`src/rtl/uart_cfg_sched_if.sv`:
```
// Command, TX FIFO and status-response signals shared by the scheduler and its neighbours.
// master is the scheduler side; slave is the SPI controller / FIFO side.
interface uart_cfg_sched_if;
    logic [15:0] cmd_data;
    logic        cmd_valid;
    logic        cmd_ready;
    logic [15:0] tx_fifo_data;
    logic        tx_fifo_en;
    logic        tx_fifo_full;
    logic        tx_fifo_empty;
    logic [15:0] rsp_data;
    logic        rsp_valid;
    logic        rsp_ready;

    modport master (
        input  cmd_data, cmd_valid, tx_fifo_full, tx_fifo_empty, rsp_ready,
        output cmd_ready, tx_fifo_data, tx_fifo_en, rsp_data, rsp_valid
    );

    modport slave (
        output cmd_data, cmd_valid, tx_fifo_full, tx_fifo_empty, rsp_ready,
        input  cmd_ready, tx_fifo_data, tx_fifo_en, rsp_data, rsp_valid
    );
endinterface

```
`src/rtl/uart_cfg_sched.sv`:
```
// Command scheduler between the SPI controller and the UART TX path.
// Baud divisor changes are deferred until the TX FIFO and shifter are both idle.
module uart_cfg_sched #(
    parameter logic [15:0] BAUD_DEFAULT  = 16'd434,
    parameter logic [15:0] BAUD_MIN      = 16'd16,
    parameter logic [15:0] DRAIN_TIMEOUT = 16'd4096
) (
    input  logic             clk,
    input  logic             rst,
    uart_cfg_sched_if.master bus,
    input  logic             uart_busy_i,
    input  logic             rx_fifo_empty_i,
    output logic [15:0]      baud_o,
    output logic [3:0]       state_o,
    output logic             err_o
);
    typedef enum logic [3:0] {
        StIdle     = 4'd0,
        StDataWait = 4'd1,
        StDrain    = 4'd2,
        StApply    = 4'd3,
        StRsp      = 4'd4
    } state_e;

    state_e      state_q, state_d;
    logic [15:0] baud_q, baud_d;
    logic [15:0] pend_q, pend_d;
    logic [15:0] cnt_q, cnt_d;
    logic [15:0] tx_data_q, tx_data_d;
    logic [15:0] rsp_data_q, rsp_data_d;
    logic        tx_en_q, tx_en_d;
    logic        cmd_ready_q, cmd_ready_d;
    logic        err_q, err_d;
    logic [1:0]  err_code_q, err_code_d;
    logic [1:0]  opcode;
    logic [15:0] divisor;
    logic        cmd_hs;

    assign opcode  = bus.cmd_data[15:14];
    assign divisor = {2'b00, bus.cmd_data[13:0]};
    assign cmd_hs  = bus.cmd_valid & cmd_ready_q;

    always_comb begin
        state_d    = state_q;
        baud_d     = baud_q;
        pend_d     = pend_q;
        cnt_d      = cnt_q;
        tx_data_d  = tx_data_q;
        tx_en_d    = 1'b0;
        rsp_data_d = rsp_data_q;
        err_d      = err_q;
        err_code_d = err_code_q;

        case (state_q)
            StIdle: begin
                if (cmd_hs) begin
                    case (opcode)
                        2'b00: begin
                            tx_data_d = {8'h00, bus.cmd_data[7:0]};
                            if (!bus.tx_fifo_full) tx_en_d = 1'b1;
                            else                   state_d = StDataWait;
                        end
                        2'b01: begin
                            if (divisor < BAUD_MIN) begin
                                err_d      = 1'b1;
                                err_code_d = 2'd1;
                            end else begin
                                pend_d  = divisor;
                                cnt_d   = 16'd0;
                                state_d = StDrain;
                            end
                        end
                        2'b10: begin
                            // Snapshot taken on entry so the word stays stable while stalled.
                            rsp_data_d = {err_q, err_code_q, bus.tx_fifo_full, bus.tx_fifo_empty,
                                          rx_fifo_empty_i, uart_busy_i, 1'b0, baud_q[7:0]};
                            state_d    = StRsp;
                        end
                        default: begin
                            err_d      = 1'b0;
                            err_code_d = 2'd0;
                        end
                    endcase
                end
            end
            StDataWait: begin
                if (!bus.tx_fifo_full) begin
                    tx_en_d = 1'b1;
                    state_d = StIdle;
                end
            end
            StDrain: begin
                cnt_d = cnt_q + 16'd1;
                if (bus.tx_fifo_empty && !uart_busy_i) begin
                    state_d = StApply;
                end else if (cnt_q == DRAIN_TIMEOUT - 16'd1) begin
                    err_d      = 1'b1;
                    err_code_d = 2'd2;
                    state_d    = StIdle;
                end
            end
            StApply: begin
                baud_d  = pend_q;
                state_d = StIdle;
            end
            StRsp: begin
                if (bus.rsp_ready) state_d = StIdle;
            end
            default: state_d = StIdle;
        endcase

        cmd_ready_d = (state_d == StIdle);
    end

    always_ff @(posedge clk) begin
        if (rst) begin
            state_q     <= StIdle;
            baud_q      <= BAUD_DEFAULT;
            pend_q      <= 16'd0;
            cnt_q       <= 16'd0;
            tx_data_q   <= 16'd0;
            tx_en_q     <= 1'b0;
            rsp_data_q  <= 16'd0;
            cmd_ready_q <= 1'b0;
            err_q       <= 1'b0;
            err_code_q  <= 2'd0;
        end else begin
            state_q     <= state_d;
            baud_q      <= baud_d;
            pend_q      <= pend_d;
            cnt_q       <= cnt_d;
            tx_data_q   <= tx_data_d;
            tx_en_q     <= tx_en_d;
            rsp_data_q  <= rsp_data_d;
            cmd_ready_q <= cmd_ready_d;
            err_q       <= err_d;
            err_code_q  <= err_code_d;
        end
    end

    assign bus.cmd_ready    = cmd_ready_q;
    assign bus.tx_fifo_data = tx_data_q;
    assign bus.tx_fifo_en   = tx_en_q;
    assign bus.rsp_data     = rsp_data_q;
    assign bus.rsp_valid    = (state_q == StRsp);
    assign baud_o           = baud_q;
    assign state_o          = state_q;
    assign err_o            = err_q;
endmodule

```
`src/flat_wrapper.sv`:
```
// flat-port wrapper written by rule: the top's interface ports become plain ports
module uart_cfg_sched_flat 
#(
    parameter logic [15:0] BAUD_DEFAULT  = 16'd434,
    parameter logic [15:0] BAUD_MIN      = 16'd16,
    parameter logic [15:0] DRAIN_TIMEOUT = 16'd4096
)
  (clk, rst, uart_busy_i, rx_fifo_empty_i, baud_o, state_o, err_o, bus_cmd_data, bus_cmd_valid, bus_tx_fifo_full, bus_tx_fifo_empty, bus_rsp_ready, bus_cmd_ready, bus_tx_fifo_data, bus_tx_fifo_en, bus_rsp_data, bus_rsp_valid);
  uart_cfg_sched_if bus_i ();
  input  logic clk;
  input  logic rst;
  input  logic uart_busy_i;
  input  logic rx_fifo_empty_i;
  output logic [15:0] baud_o;
  output logic [3:0] state_o;
  output logic err_o;
  input wire logic [$bits(bus_i.cmd_data)-1:0] bus_cmd_data;
  input wire logic [$bits(bus_i.cmd_valid)-1:0] bus_cmd_valid;
  input wire logic [$bits(bus_i.tx_fifo_full)-1:0] bus_tx_fifo_full;
  input wire logic [$bits(bus_i.tx_fifo_empty)-1:0] bus_tx_fifo_empty;
  input wire logic [$bits(bus_i.rsp_ready)-1:0] bus_rsp_ready;
  output wire logic [$bits(bus_i.cmd_ready)-1:0] bus_cmd_ready;
  output wire logic [$bits(bus_i.tx_fifo_data)-1:0] bus_tx_fifo_data;
  output wire logic [$bits(bus_i.tx_fifo_en)-1:0] bus_tx_fifo_en;
  output wire logic [$bits(bus_i.rsp_data)-1:0] bus_rsp_data;
  output wire logic [$bits(bus_i.rsp_valid)-1:0] bus_rsp_valid;
  assign bus_i.cmd_data = bus_cmd_data;
  assign bus_i.cmd_valid = bus_cmd_valid;
  assign bus_i.tx_fifo_full = bus_tx_fifo_full;
  assign bus_i.tx_fifo_empty = bus_tx_fifo_empty;
  assign bus_i.rsp_ready = bus_rsp_ready;
  assign bus_cmd_ready = bus_i.cmd_ready;
  assign bus_tx_fifo_data = bus_i.tx_fifo_data;
  assign bus_tx_fifo_en = bus_i.tx_fifo_en;
  assign bus_rsp_data = bus_i.rsp_data;
  assign bus_rsp_valid = bus_i.rsp_valid;
  uart_cfg_sched #(.BAUD_DEFAULT(BAUD_DEFAULT), .BAUD_MIN(BAUD_MIN), .DRAIN_TIMEOUT(DRAIN_TIMEOUT)) u_core (.clk(clk), .rst(rst), .bus(bus_i), .uart_busy_i(uart_busy_i), .rx_fifo_empty_i(rx_fifo_empty_i), .baud_o(baud_o), .state_o(state_o), .err_o(err_o));
endmodule
```
`config.mk`:
```
export PLATFORM = sky130hd
export DESIGN_NAME = uart_cfg_sched_flat
export DESIGN_NICKNAME = d
export VERILOG_FILES = /design/src/rtl/uart_cfg_sched_if.sv /design/src/rtl/uart_cfg_sched.sv /design/src/flat_wrapper.sv
export SDC_FILE = /design/constraint.sdc
export NUM_CORES = 1
export LEC_CHECK = 0
export ABC_AREA = 1
export ABC_CLOCK_PERIOD_IN_PS = 4700
export CORE_ASPECT_RATIO = 1.75
export CORE_MARGIN = 5
export CORE_UTILIZATION = 40
export CTS_BUF_LIST = sky130_fd_sc_hd__clkbuf_8
export DETAILED_ROUTE_END_ITERATION = 12
export GPL_ROUTABILITY_DRIVEN = 0
export PLACE_DENSITY = 0.7
export RECOVER_POWER = 100
export SYNTH_ARGS = -nofsm -noshare
export SYNTH_HDL_FRONTEND = slang
export SYNTH_SLANG_ARGS = --single-unit
```
`constraint.sdc`:
```
create_clock -name clk -period 4.7 [get_ports clk]
set_input_delay 0.705 -clock clk [delete_from_list [all_inputs] [get_ports clk]]
set_output_delay 0.705 -clock clk [all_outputs]
set_load 0.02 [all_outputs]
```
==> summary.md, run 1 <==
| Metric | Value |
|---|---|
| Synth Area in Adders | `0.371%` |
| Largest net degree at the start of global routing | `44` |
| Fmax | `0.288 GHz` |
| Initial core utilization | `40.8%` |
| Setup crit start kind | `input pin` |
| Tmin final | `3480 ps` |
| Share of the synthesized area in the top cell type | `45.2%` |
| Synth area leaders | `dfxtp_1 45%, nand2_1 6.9%, a21oi_1 6.8%` |
| Initial antenna violation count | `0` |
| Iter 0 DRT Violations | `130` |
| Ports | `80` |
| Post-Syn Area per Cell | `7.52 µm²` |
| P&R area growth vs syn | `23.4%` |
| Number of max-cap violations | `2` |
| Largest family of logic cells by synthesized area | `simple AND/OR/NAND/NOR gates` |
| Failing checks | `max-capacitance violations, max-slew violations` |
| Die Wd | `79.4 µm` |
| CTS clock-pin slew for the worst setup and hold paths | `90 ps` |
| Synth warn | `0` |
| Buffers added on ports | `68` |
| Cell count after placement | `592` |
| Htree depth | `3` |
| Outcome | `finished with violations` |
| Final Setup Violations | `0` |
| Synth Area in Compound Gates | `15.6%` |
| Mapped Area | `0.00337 mm²` |
| Worst-margin pin slew | `1820 ps` |
| Vias in the first global route | `3121` |
| Non-Filler Instances | `608` |
| Worst-skew pair later-pin latency | `360 ps` |
| Fin crit share | `74.0%` |
| DRC viols | `0` |
| Synth Instances | `448` |
| ANT cells | `0` |
| Final Slew Violations | `54` |
| Clock tree buffer depth | `2` |
| Total Nets Final | `536` |
| Dpl hpwl | `6570 µm` |
| Post-CTS Setup Bufs | `0` |
| RSZ-0062 raised after global routing | `false` |
| Critical path class | `input pin to flip-flop` |
| Mux contribution to synthesized area | `0%` |
| Final wirelength | `8840 µm` |
| Hold Buf Count CTS | `0` |
| CTS Buf Count | `9` |
| PwrDens | `295 mW/mm²` |
| Fillers | `816` |
| Antenna Nets Post-Route | `0` |
| Worst EP arrival | `3660 ps` |
| Per-cell routed wire length | `14.5 µm` |
| CTS sink cnt | `76` |
| Die Y | `131 µm` |
| TritonCTS clock tree | `done` |
| Count of final hold-check violations | `0` |
| Vias per cell | `5.14` |
| Synth Register Bits | `76` |
| Post-synth top area cell | `dfxtp_1` |
| Worst VDD drop | `0.201 mV` |
| XOR/XNOR Fraction of Synth Area | `0%` |
| Critical Path RT | `4880 ps` |
| Crit end category | `flip-flop` |
| Clk_skew | `12.7 ps` |
| Setup TNS | `0 ps` |
| GRT Overall Usage | `17.5%` |
| Row count | `44` |
| Netlist cell types | `35` |
| Vias after detailed routing | `3125` |
| CTS root buf | `clkbuf_8` |
| First-pass GRT wire length | `14500 µm` |
| Post_cts resized | `0` |
| Pleak | `0.00176 µW` |
| Worst hold-check path type | `flip-flop to flip-flop` |
| CORE AREA | `0.00826 mm²` |
| Grt ovf | `0` |
| Die area | `0.0104 mm²` |
| Critical path fanouts, max | `43` |
| Slew HR | `-22.5%` |
| Synth Area in Simple Gates | `28.0%` |
| Sequential-to-total area share from yosys stat | `45.2%` |
| Share of layout cells above drive strength 1 | `6.20%` |
| Total iterations of the first detailed-routing run | `4` |
-- registers in the layout, summed over array words and instances (netlist names) --
register / cells
u_core.state_o: 4
u_core.cnt_q: 16
u_core.bus.tx_fifo_en: 1
u_core.err_code_q: 2
u_core.bus.tx_fifo_data: 8
u_core.baud_o: 14
u_core.bus.cmd_ready: 1
u_core.bus.rsp_data: 15
u_core.err_o: 1
u_core.pend_q: 14
-- routing by layer --
metal / track usage, % / vias up / wire, µm
met4: 8.32 / 0 / 269
met1: 17.5 / 1446 / 3400
met2: 32.6 / 76 / 4840
li1: - / 1581 / -
met5: 0 / - / 0
met3: 4.18 / 22 / 335
-- Yosys cell counts --
| master | n |
|---|---|
| nor2_4 | 2 |
| nand4_1 | 8 |
| or2_2 | 5 |
| buf_4 | 13 |
| nand3_2 | 1 |
| nor3_4 | 2 |
| inv_2 | 3 |
| nand3_4 | 2 |
| a31o_2 | 2 |
| nand2_4 | 2 |
| nand2_2 | 2 |
| o21bai_1 | 2 |
| buf_6 | 5 |
| o21ai_0 | 46 |
| or2_1 | 1 |
| ha_1 | 1 |
| a21oi_1 | 46 |
| nor3_1 | 18 |
| inv_1 | 42 |
| and2_1 | 1 |
| nand3_1 | 25 |
| o211ai_1 | 1 |
| nor2_1 | 61 |
| conb_1 | 1 |
| clkbuf_1 | 6 |
| nand2_1 | 62 |
| buf_2 | 3 |
| dfxtp_1 | 76 |
| a21o_1 | 1 |
| nor2_2 | 3 |
| o2111a_1 | 1 |
| o21ai_1 | 1 |
| nor3_2 | 1 |
| buf_1 | 1 |
| nand3b_1 | 1 |
-- power by group --
part / internal (µW) / switching (µW) / total [µW]
registers: 654 / 5.02 / 659
logic: 37.6 / 62.6 / 100
clock network: 198 / 270 / 468
-- cell families (layout without fill, tap and decap cells) --
logic type / after synthesis / in the layout
AO/OA/AOI/OAI: 100 / 100
adder cells (fa/ha/maj): 1 / 1
buffers and inverters: 73 / 130
flip-flops: 76 / 76
other: 1 / 12
AND/OR/NAND/NOR: 197 / 197
-- path summary, 6_finish.rpt --
kind | start | end | cells after the start | slack, ps
setup / recovery | rst | u_core.baud_o[13] | 5 | 1220
hold / removal | u_core.pend_q[1] | u_core.pend_q[1] | 2 | 460
setup reg to reg | u_core.state_o[3] | u_core.baud_o[1] | 6 | 1600
hold reg to reg | u_core.pend_q[1] | u_core.pend_q[1] | 2 | 460
-- metrics by stage --
step | instance area, µm² | util (%) | power, µW | worst slack (ps) | hold WS, ps
6_report | 4160 | 50.3 | 1230 | 1220 | 456
3_3_place_gp | 4020 | 48.7 | 778 | 1870 | 435
4_1_cts | 4200 | 50.8 | 1240 | 2130 | 457
3_5_place_dp | 4020 | 48.7 | 780 | 1750 | 445
5_1_grt | 4160 | 50.3 | 1270 | 946 | 487
2_1_floorplan | 3410 | - | 741 | 3050 | 425
-- cells in the final DEF (no fill, tap or decap), drive strengths merged --
| cell type | instances |
|---|---|
| a21o | 1 |
| a21oi | 46 |
| a31o | 2 |
| and2 | 1 |
| clkbuf | 10 |
| clkdlybuf4s50 | 22 |
| clkinv | 1 |
| clkinvlp | 3 |
| conb | 12 |
| dfxtp | 76 |
| dlygate4sd3 | 46 |
| ha | 1 |
| inv | 48 |
| nand2 | 66 |
| nand3 | 28 |
| nand3b | 1 |
| nand4 | 8 |
| nor2 | 66 |
| nor3 | 21 |
| o2111a | 1 |
| o211ai | 1 |
| o21ai | 47 |
| o21bai | 2 |
| or2 | 6 |
-- final cells by class --
cell class / instances / area (µm²) / area share (%)
clock buffer: 9 / 124 / 2.98
clock inverter: 7 / 57.6 / 1.38
inverter: 45 / 169 / 4.06
multi-input combinational: 310 / 1490 / 35.7
sequential: 76 / 1520 / 36.6
tap: 92 / 115 / 2.77
timing repair buffer: 69 / 684 / 16.5
-- critical path, cell delays in order --
cell and delay, ps:
dlygate4sd3_1 520, clkbuf_1 1090, inv_1 970, o21ai_0 290, a21oi_1 60
Power figures use the tool's default switching activity.
==> inputs of run 2 (changes only) <==
--- a/config.mk
+++ b/config.mk
@@ -6,7 +6,7 @@
 export NUM_CORES = 1
 export LEC_CHECK = 0
 export ABC_AREA = 1
-export ABC_CLOCK_PERIOD_IN_PS = 4700
+export ABC_CLOCK_PERIOD_IN_PS = 3500
 export CORE_ASPECT_RATIO = 1.75
 export CORE_MARGIN = 5
 export CORE_UTILIZATION = 40
==> constraint.sdc (replaced) <==
create_clock -name clk -period 3.5 [get_ports clk]
set_input_delay 0.525 -clock clk [delete_from_list [all_inputs] [get_ports clk]]
set_output_delay 0.525 -clock clk [all_outputs]
set_load 0.02 [all_outputs]
==> summary.md, run 2 (synthesis results as in run 1) <==
| Metric | Value |
|---|---|
| Share of layout cells above drive strength 1 | `6.74%` |
| Cell count after placement | `595` |
| Crit end category | `flip-flop` |
| P&R area growth vs syn | `24.4%` |
| Vias per cell | `5.05` |
| Post_cts resized | `0` |
| Most flops, register | `u_core.cnt_q` |
| Fmax | `0.399 GHz` |
| Non-Filler Instances | `611` |
| Grt ovf | `0` |
| CTS root buf | `clkbuf_8` |
| Slew HR | `29.3%` |
| Hold Buf Count CTS | `0` |
| Pleak | `0.00179 µW` |
| Worst hold-check path type | `flip-flop to flip-flop` |
| Worst VDD drop | `0.295 mV` |
| First-pass GRT wire length | `14500 µm` |
| DRC viols | `0` |
| Most frequent cells in the layout | `76 x dfxtp_1, 64 x nor2_1, 64 x nand2_1` |
| Dpl ws | `905 ps` |
| Switching Power | `426 µW` |
| Total Nets Final | `539` |
| Vias in the first global route | `3081` |
| Critical path fanouts, max | `25` |
| Iter 0 DRT Violations | `201` |
| Initial antenna violation count | `0` |
| Total iterations of the first detailed-routing run | `4` |
| Initial core utilization | `40.8%` |
| Design Area, Final | `0.00419 mm²` |
| Internal | `1260 µW` |
| Most common cell after layout, fill and taps aside | `dfxtp_1` |
| Cell Area, Placed | `0.00404 mm²` |
| Clock tree buffer depth | `2` |
| Htree depth | `3` |
| Fin crit share | `71.6%` |
| Die Wd | `79.4 µm` |
| CTS clock-pin slew for the worst setup and hold paths | `80 ps` |
| Dpl hpwl | `6550 µm` |
| Setup TNS | `0 ps` |
| Combinational group share of total power | `7.9%` |
| Critical Path RT | `3730 ps` |
| CTS Buf Count | `9` |
| Final Slew Violations | `0` |
| Setup ws final | `994 ps` |
| Ports | `80` |
| Buffers added on ports | `68` |
| Setup crit start kind | `input pin` |
| ANT cells | `0` |
| CORE AREA | `0.00826 mm²` |
| Critical path class | `input pin to flip-flop` |
| Outcome | `completed` |
| TritonCTS clock tree | `done` |
| CTS sink cnt | `76` |
| Largest net degree at the start of global routing | `44` |
| Number of max-cap violations | `0` |
| Clock power frac | `39.7%` |
| Die area | `0.0104 mm²` |
| Tmin final | `2510 ps` |
| Antenna Nets Post-Route | `0` |
| Final wirelength | `8590 µm` |
| Worst-skew pair later-pin latency | `340 ps` |
| GRT Overall Usage | `17.6%` |
| Row count | `44` |
| PwrDens | `402 mW/mm²` |
| Worst EP arrival | `2740 ps` |
| Sw Share | `25.2%` |
| Flop pwr share | `52.4%` |
| Final Setup Violations | `0` |
| Count of final hold-check violations | `0` |
| Worst-margin pin slew | `1060 ps` |
| Hold slack final | `461 ps` |
| Per-cell routed wire length | `14.1 µm` |
| Max reg flops | `16` |
| Flop2flop setup slack | `1060 ps` |
| Post-CTS Setup Bufs | `0` |
| Vias after detailed routing | `3086` |
| Clk_skew | `5.34 ps` |
| RSZ-0062 raised after global routing | `false` |
| Die Y | `131 µm` |
-- run 2: critical path, stage by stage --
cell and delay, ps:
clkdlybuf4s50_1 460, nand2_1 50, inv_1 70, nand3_1 380, nand3b_1 770, o21ai_0 420, a21oi_1 60
-- run 2: layout make-up --
type | instances | area [µm²]
Clock inverter | 7 | 75.1
Tap cell | 92 | 115
Sequential cell | 76 | 1520
Fill cell | 829 | 4070
Multi-Input combinational cell | 310 | 1480
Clock buffer | 9 | 124
Timing Repair Buffer | 72 | 707
Inverter | 45 | 169
-- run 2: per-stage QoR --
stage | utilization, % | power, µW
floorplan | - | 995
global placement | 48.9 | 1050
global route | 50.7 | 1770
CTS | 51.3 | 1720
finish | 50.7 | 1690
detailed placement | 48.9 | 1050
-- run 2: per-layer routing --
layer	GRT usage (%)	up-vias	part of all wire, %
li1	-	1585	-
met1	17.8	1412	36
met2	32.7	72	57
met3	3.97	17	4.2
met4	8.70	0	2.5
met5	0	-	0
-- run 2: power groups by stage --
| stage | combinational (µW) | sequential, µW | clock [µW] |
|---|---|---|---|
| after floorplan | 80.0 | 915 | 0 |
| after global placement | 141 | 905 | 0 |
| after detailed placement | 142 | 905 | 0 |
| after CTS | 143 | 885 | 689 |
| after global routing | 147 | 886 | 733 |
| final | 133 | 884 | 669 |
-- run 2: worst paths after layout --
check,cells after the start,endpoint,from
worst max-delay path,7,u_core.pend_q[3],bus_cmd_valid
worst min-delay path,2,u_core.pend_q[4],u_core.pend_q[4]
worst max register to register,5,u_core.pend_q[3],u_core.state_o[3]
worst min register to register,2,u_core.pend_q[4],u_core.pend_q[4]
